**config.mk**
```make
export PLATFORM = sky130hd
export DESIGN_NAME = rx_cu
export DESIGN_NICKNAME = d
export VERILOG_FILES = /design/src/rtl/jesd204_pkg.sv /design/src/rtl/rx_cu_lane.sv /design/src/rtl/rx_cu.sv
export SDC_FILE = /design/constraint.sdc
export NUM_CORES = 1
export LEC_CHECK = 0
export ABC_AREA = 1
export CORE_MARGIN = 3
export CORE_UTILIZATION = 54
export CTS_BUF_LIST = sky130_fd_sc_hd__clkbuf_16
export DETAILED_ROUTE_END_ITERATION = 10
export GPL_ROUTABILITY_DRIVEN = 0
export PLACE_DENSITY = 0.85
export REMOVE_ABC_BUFFERS = 1
export SLEW_MARGIN = 20
export SYNTH_ARGS = -nofsm -noshare
export SYNTH_HDL_FRONTEND = slang
export SYNTH_SLANG_ARGS = --single-unit
```
**constraint.sdc**
```tcl
create_clock -name CLK -period 2.4 [get_ports CLK]
set_input_delay 0.36 -clock CLK [delete_from_list [all_inputs] [get_ports CLK]]
set_output_delay 0.36 -clock CLK [all_outputs]
set_load 0.05 [all_outputs]
```
**src/rtl/jesd204_pkg.sv**
```systemverilog
// Shared JESD204 link-layer types and constants, common to the RX and TX control units.
package jesd204_pkg;

  typedef enum logic [4:0] {
    SM_IDLE       = 5'b00001,
    SM_LMFC_ALIGN = 5'b00010,
    SM_CGS        = 5'b00100,
    SM_ILA        = 5'b01000,
    SM_DATA       = 5'b10000
  } sm_t;

  localparam int CGS_K_CNT = 4;
  localparam int ERR_W     = 8;

endpackage

```
**src/rtl/rx_cu_lane.sv**
```systemverilog
// Per-lane receive tracking: consecutive /K/ counter for CGS lock and sticky ILA-done flag.
module rx_cu_lane
  import jesd204_pkg::*;
(
  input  logic clk_i,
  input  logic rst_ni,
  input  logic cgs_st_i,
  input  logic ila_st_i,
  input  logic k_det_i,
  input  logic ila_end_i,
  input  logic lane_en_i,
  output logic cgs_ok_o,
  output logic ila_done_o
);

  logic [2:0] k_cnt_q, k_cnt_d;
  logic       ila_done_q, ila_done_d;

  // Any non-K word breaks the run; the counter only lives while in CGS.
  always_comb begin
    k_cnt_d = '0;
    if (cgs_st_i && k_det_i)
      k_cnt_d = (k_cnt_q == 3'(CGS_K_CNT)) ? k_cnt_q : k_cnt_q + 3'd1;
    ila_done_d = ila_st_i & (ila_done_q | (ila_end_i & lane_en_i));
  end

  always_ff @(posedge clk_i or negedge rst_ni) begin
    if (!rst_ni) begin
      k_cnt_q    <= '0;
      ila_done_q <= 1'b0;
    end else begin
      k_cnt_q    <= k_cnt_d;
      ila_done_q <= ila_done_d;
    end
  end

  assign cgs_ok_o   = (k_cnt_q == 3'(CGS_K_CNT));
  assign ila_done_o = ila_done_q;

endmodule

```
**src/rtl/rx_cu.sv**
```systemverilog
// JESD204 RX link control: CGS/ILA/DATA sequencing, SYNC generation, ILA timeout and error-driven resync.
module rx_cu
  import jesd204_pkg::*;
#(
  parameter int LANES = 1
) (
  input  logic             CLK,
  input  logic             RST_n,
  input  logic [LANES-1:0] LANE_EN,
  input  logic [2:0]       SUBCLASSV,
  input  logic             LMFC_SYNCED,
  input  logic [3:0]       LMFC_ME,
  input  logic [LANES-1:0] K_DET,
  input  logic [LANES-1:0] ILA_END,
  input  logic [LANES-1:0] ERR,
  input  logic [ERR_W-1:0] ILA_TMO,
  input  logic [ERR_W-1:0] ERR_THRESH,
  output logic             SYNC,
  output logic             LMFC_EN,
  output logic [LANES-1:0] ILA_EN,
  output logic [LANES-1:0] DATA_EN,
  output logic [ERR_W-1:0] ERR_CNT
);

  localparam logic [ERR_W-1:0] CNT_MAX = {ERR_W{1'b1}};

  sm_t              state_q, state_d;
  logic [ERR_W-1:0] tmo_q, tmo_d, err_q, err_d;
  logic [LANES-1:0] cgs_ok, ila_done;
  logic             lmfc_edge, gate, all_ok, all_done;

  for (genvar i = 0; i < LANES; i++) begin : g_lane
    rx_cu_lane u_lane (
      .clk_i      (CLK),
      .rst_ni     (RST_n),
      .cgs_st_i   (state_q == SM_CGS),
      .ila_st_i   (state_q == SM_ILA),
      .k_det_i    (K_DET[i]),
      .ila_end_i  (ILA_END[i]),
      .lane_en_i  (LANE_EN[i]),
      .cgs_ok_o   (cgs_ok[i]),
      .ila_done_o (ila_done[i])
    );
  end

  assign lmfc_edge = |LMFC_ME;
  assign gate      = (SUBCLASSV == 3'd0) || lmfc_edge;
  // Disabled lanes count as satisfied; an empty mask must not leave CGS.
  assign all_ok    = (LANE_EN != '0) && (&(cgs_ok | ~LANE_EN));
  assign all_done  = &(ila_done | ~LANE_EN);

  always_comb begin
    state_d = state_q;
    unique case (state_q)
      SM_IDLE:       state_d = (SUBCLASSV == 3'd0) ? SM_CGS : SM_LMFC_ALIGN;
      SM_LMFC_ALIGN: if (LMFC_SYNCED) state_d = SM_CGS;
      SM_CGS:        if (all_ok && gate) state_d = SM_ILA;
      SM_ILA: begin
        if (all_done && gate)
          state_d = SM_DATA;
        else if ((ILA_TMO != '0) && (tmo_q >= ILA_TMO))
          state_d = SM_IDLE;
      end
      SM_DATA:       if ((ERR_THRESH != '0) && (err_q >= ERR_THRESH)) state_d = SM_IDLE;
      default:       state_d = SM_IDLE;
    endcase
  end

  always_comb begin
    tmo_d = '0;
    err_d = '0;
    if (state_q == SM_ILA)
      tmo_d = (lmfc_edge && tmo_q != CNT_MAX) ? tmo_q + 1'b1 : tmo_q;
    if (state_q == SM_DATA)
      err_d = ((|(ERR & LANE_EN)) && err_q != CNT_MAX) ? err_q + 1'b1 : err_q;
  end

  always_ff @(posedge CLK or negedge RST_n) begin
    if (!RST_n) begin
      state_q <= SM_IDLE;
      tmo_q   <= '0;
      err_q   <= '0;
    end else begin
      state_q <= state_d;
      tmo_q   <= tmo_d;
      err_q   <= err_d;
    end
  end

  assign LMFC_EN = (state_q != SM_IDLE);
  assign SYNC    = (state_q == SM_ILA) || (state_q == SM_DATA);
  assign ILA_EN  = LANE_EN & {LANES{SYNC}};
  assign DATA_EN = LANE_EN & {LANES{state_q == SM_DATA}};
  assign ERR_CNT = err_q;

endmodule

```
==> impl_metrics.tcl <==
set metrics [dict create \
    syn_inst 265 \
    drtPass1Iterations 4 \
    root_buffer "clkbuf_16" \
    r2r_setup_slack_ns 0.76 \
    yosysTopAreaCell "dfrtp_1" \
    slew_violations 0 \
    cts.sinks 25 \
    route.detailed.drc 0 \
    synth_top_family_by_area "simple AND/OR/NAND/NOR gates" \
    cts_tree "done" \
    synth.area.top_cells "dfrtp_1 (32%), ha_1 (13%), nand2_1 (13%)" \
    antenna_found_initial 0 \
    coreArea_um2 3200 \
    drive_gt1_frac 0.0932 \
    cts_buffer_depth 2 \
    synth_area_um2 1900 \
    p_total_uw 1200 \
    setup-tns-final_ns 0 \
    portBuffers 41 \
    synthAdderAreaFrac 0.132 \
    critPathMaxFanout 4 \
    slew_headroom 0.657 \
    nets 362 \
    min_period_over_period 0.934 \
    period_needed_ns 2.24 \
    overflow 0 \
    ant_nets 0 \
    cts_hold_buffers 0 \
    diodes 0 \
    status "finished, final reports clean" \
    areaGrowthSynthToFinish_pct 30.0 \
    worst_skew_pair.late_latency_ns 0.26 \
    cts.htree.levels 1 \
    synth_simple_gate_area_share 0.307 \
    setup_violations 0 \
    first_iter_violations 134 \
    synthesis.area_per_instance_um2 7.16 \
    ys_ff_latch 25 \
    vias 1842 \
    num_rows 20 \
    rsz0062_at_grt "false" \
    cap_violations 0 \
    vias_per_cell 5.19 \
    io_pins 42 \
    fin_worst_skew_ns 0.00556 \
    cellLeakagePower_uw 0.00123 \
    start_util 0.592 \
    synth_cell_type_count 24 \
    die_h_um 65.3 \
    dpl.hpwl_mm 3.45 \
    startpoint "state_q[3]" \
    tightest_slew_ns 0.512 \
    holdWs_ns 0.470 \
    synth_mux_area_frac 0 \
    start_kind "flop" \
    post-cts-setup-buffer-count 0 \
    reg2reg_to "ERR_CNT[6]" \
    final_common_cell "nand2_1" \
    track_usage 0.220 \
    numCtsBuffers 3 \
    grt_pass1_vias 1751 \
    wl_mm 4.37 \
    peakVddDrop_mv 0.478 \
    clkSlewWorstSetupHoldPaths_ns 0.06 \
    synthXorXnorAreaFrac 0.0369 \
    ctsResizeCount 0 \
    yosysWarningCount 0 \
    critPathArrivalTime_ns 1.88 \
    r2r_start "ERR_CNT[1]" \
    die_w_um 65.3 \
    hp-class "in2async" \
    routedWlPerCell_um 12.3 \
    synth_compound_area_frac 0.0904 \
    final_cell_mix "nand2_1 (66), inv_1 (43), clkdlybuf4s50_1 (38), nor2_1 (26), dfrtp_1 (24)" \
    critical_path_required_ns 2.04 \
    cp-end-kind "output pin" \
    grt_max_degree 26 \
    nFillCells 269 \
    reg2reg_depth 9 \
    timing.fmax_ghz 0.446 \
    hold_violations 0 \
    grt_first_pass_wirelength_mm 7.38 \
    die_area_um2 4260 \
    synth_top_area_frac 0.317 \
    powerDensity_nw_per_um2 487 \
    critPathKind "reg2out" \
    yosysSeqAreaShare 0.330 \
]
[synthesized netlist by cell type, drive strengths merged]
| cell type | number |
|---|---|
| a21oi | 14 |
| dfrtp | 24 |
| dfstp | 1 |
| ha | 20 |
| inv | 52 |
| nand2 | 69 |
| nand3 | 16 |
| nand4 | 9 |
| nor2 | 29 |
| nor3 | 4 |
| nor4 | 2 |
| o21a | 2 |
| o21ai | 10 |
| o22ai | 1 |
| o31ai | 4 |
| xnor2 | 2 |
| xor2 | 6 |
[power by group]
group	total, uW	switching (uW)	internal, uW
registers	484	24.1	460
logic	348	210	138
clock network	367	145	223
total	1200	378	821
[flip-flops by register name, summed over array words and instances, names as in the netlist]
register                  count
ERR_CNT                       8
state_q                       5
g_lane.u_lane.ila_done_o      1
g_lane.u_lane.k_cnt_q         3
tmo_q                         8
[logic make-up after synthesis]
logic type / after synthesis
buffers and inverters: 52
XOR/XNOR: 8
AO/OA/AOI/OAI: 31
flip-flops: 25
AND/OR/NAND/NOR: 129
adder cells (fa/ha/maj): 20
[cell type report]
type | count | area (um2) | share of cell area
Multi-Input combinational cell | 188 | 1070 | 0.436
Tap cell | 44 | 55.1 | 0.0223
Timing Repair Buffer | 42 | 435 | 0.177
Clock buffer | 3 | 75.1 | 0.0304
Inverter | 52 | 195 | 0.0791
Sequential cell | 25 | 627 | 0.254
Clock inverter | 1 | 3.75 | 0.00152
[worst max-delay path, stage by stage (launching register included)]
cell	delay, ns
dfrtp_1	0.40
nor2_1	0.23
nand4_1	0.22
clkdlybuf4s50_1	0.77
[layer usage]
| layer | global-route usage | part of all wire | vias up |
|---|---|---|---|
| met2 | 0.369 | 0.46 | 63 |
| li1 | - | - | 944 |
| met1 | 0.288 | 0.46 | 831 |
| met3 | 0.0359 | 0.067 | 4 |
| met5 | 0 | 0 | - |
| met4 | 0.0699 | 0.011 | 0 |
[how the worst max path moves through the flow]
| stage | to | slack, ns | depth (start not counted) |
|---|---|---|---|
| finish | LMFC_EN | 0.16 | 3 |
| global route | LMFC_EN | 0.05 | 3 |
| CTS | LMFC_EN | 0.18 | 3 |
| detailed placement | state_q[2] | 0.40 | 10 |
| global placement | state_q[2] | 0.42 | 10 |
| floorplan | ILA_EN | 0.49 | 3 |
[stage by stage]
| step | utilization | setup slack, ns | cells | area (um2) |
|---|---|---|---|---|
| 2_1_floorplan | - | 0.487 | 265 | 1900 |
| 5_1_grt | 0.770 | 0.0506 | 355 | 2470 |
| 4_1_cts | 0.770 | 0.181 | 355 | 2470 |
| 3_5_place_dp | 0.745 | 0.396 | 351 | 2390 |
| 3_3_place_gp | 0.745 | 0.418 | 351 | 2390 |
| 6_report | 0.770 | 0.159 | 355 | 2470 |
Power figures use the tool's default switching activity.
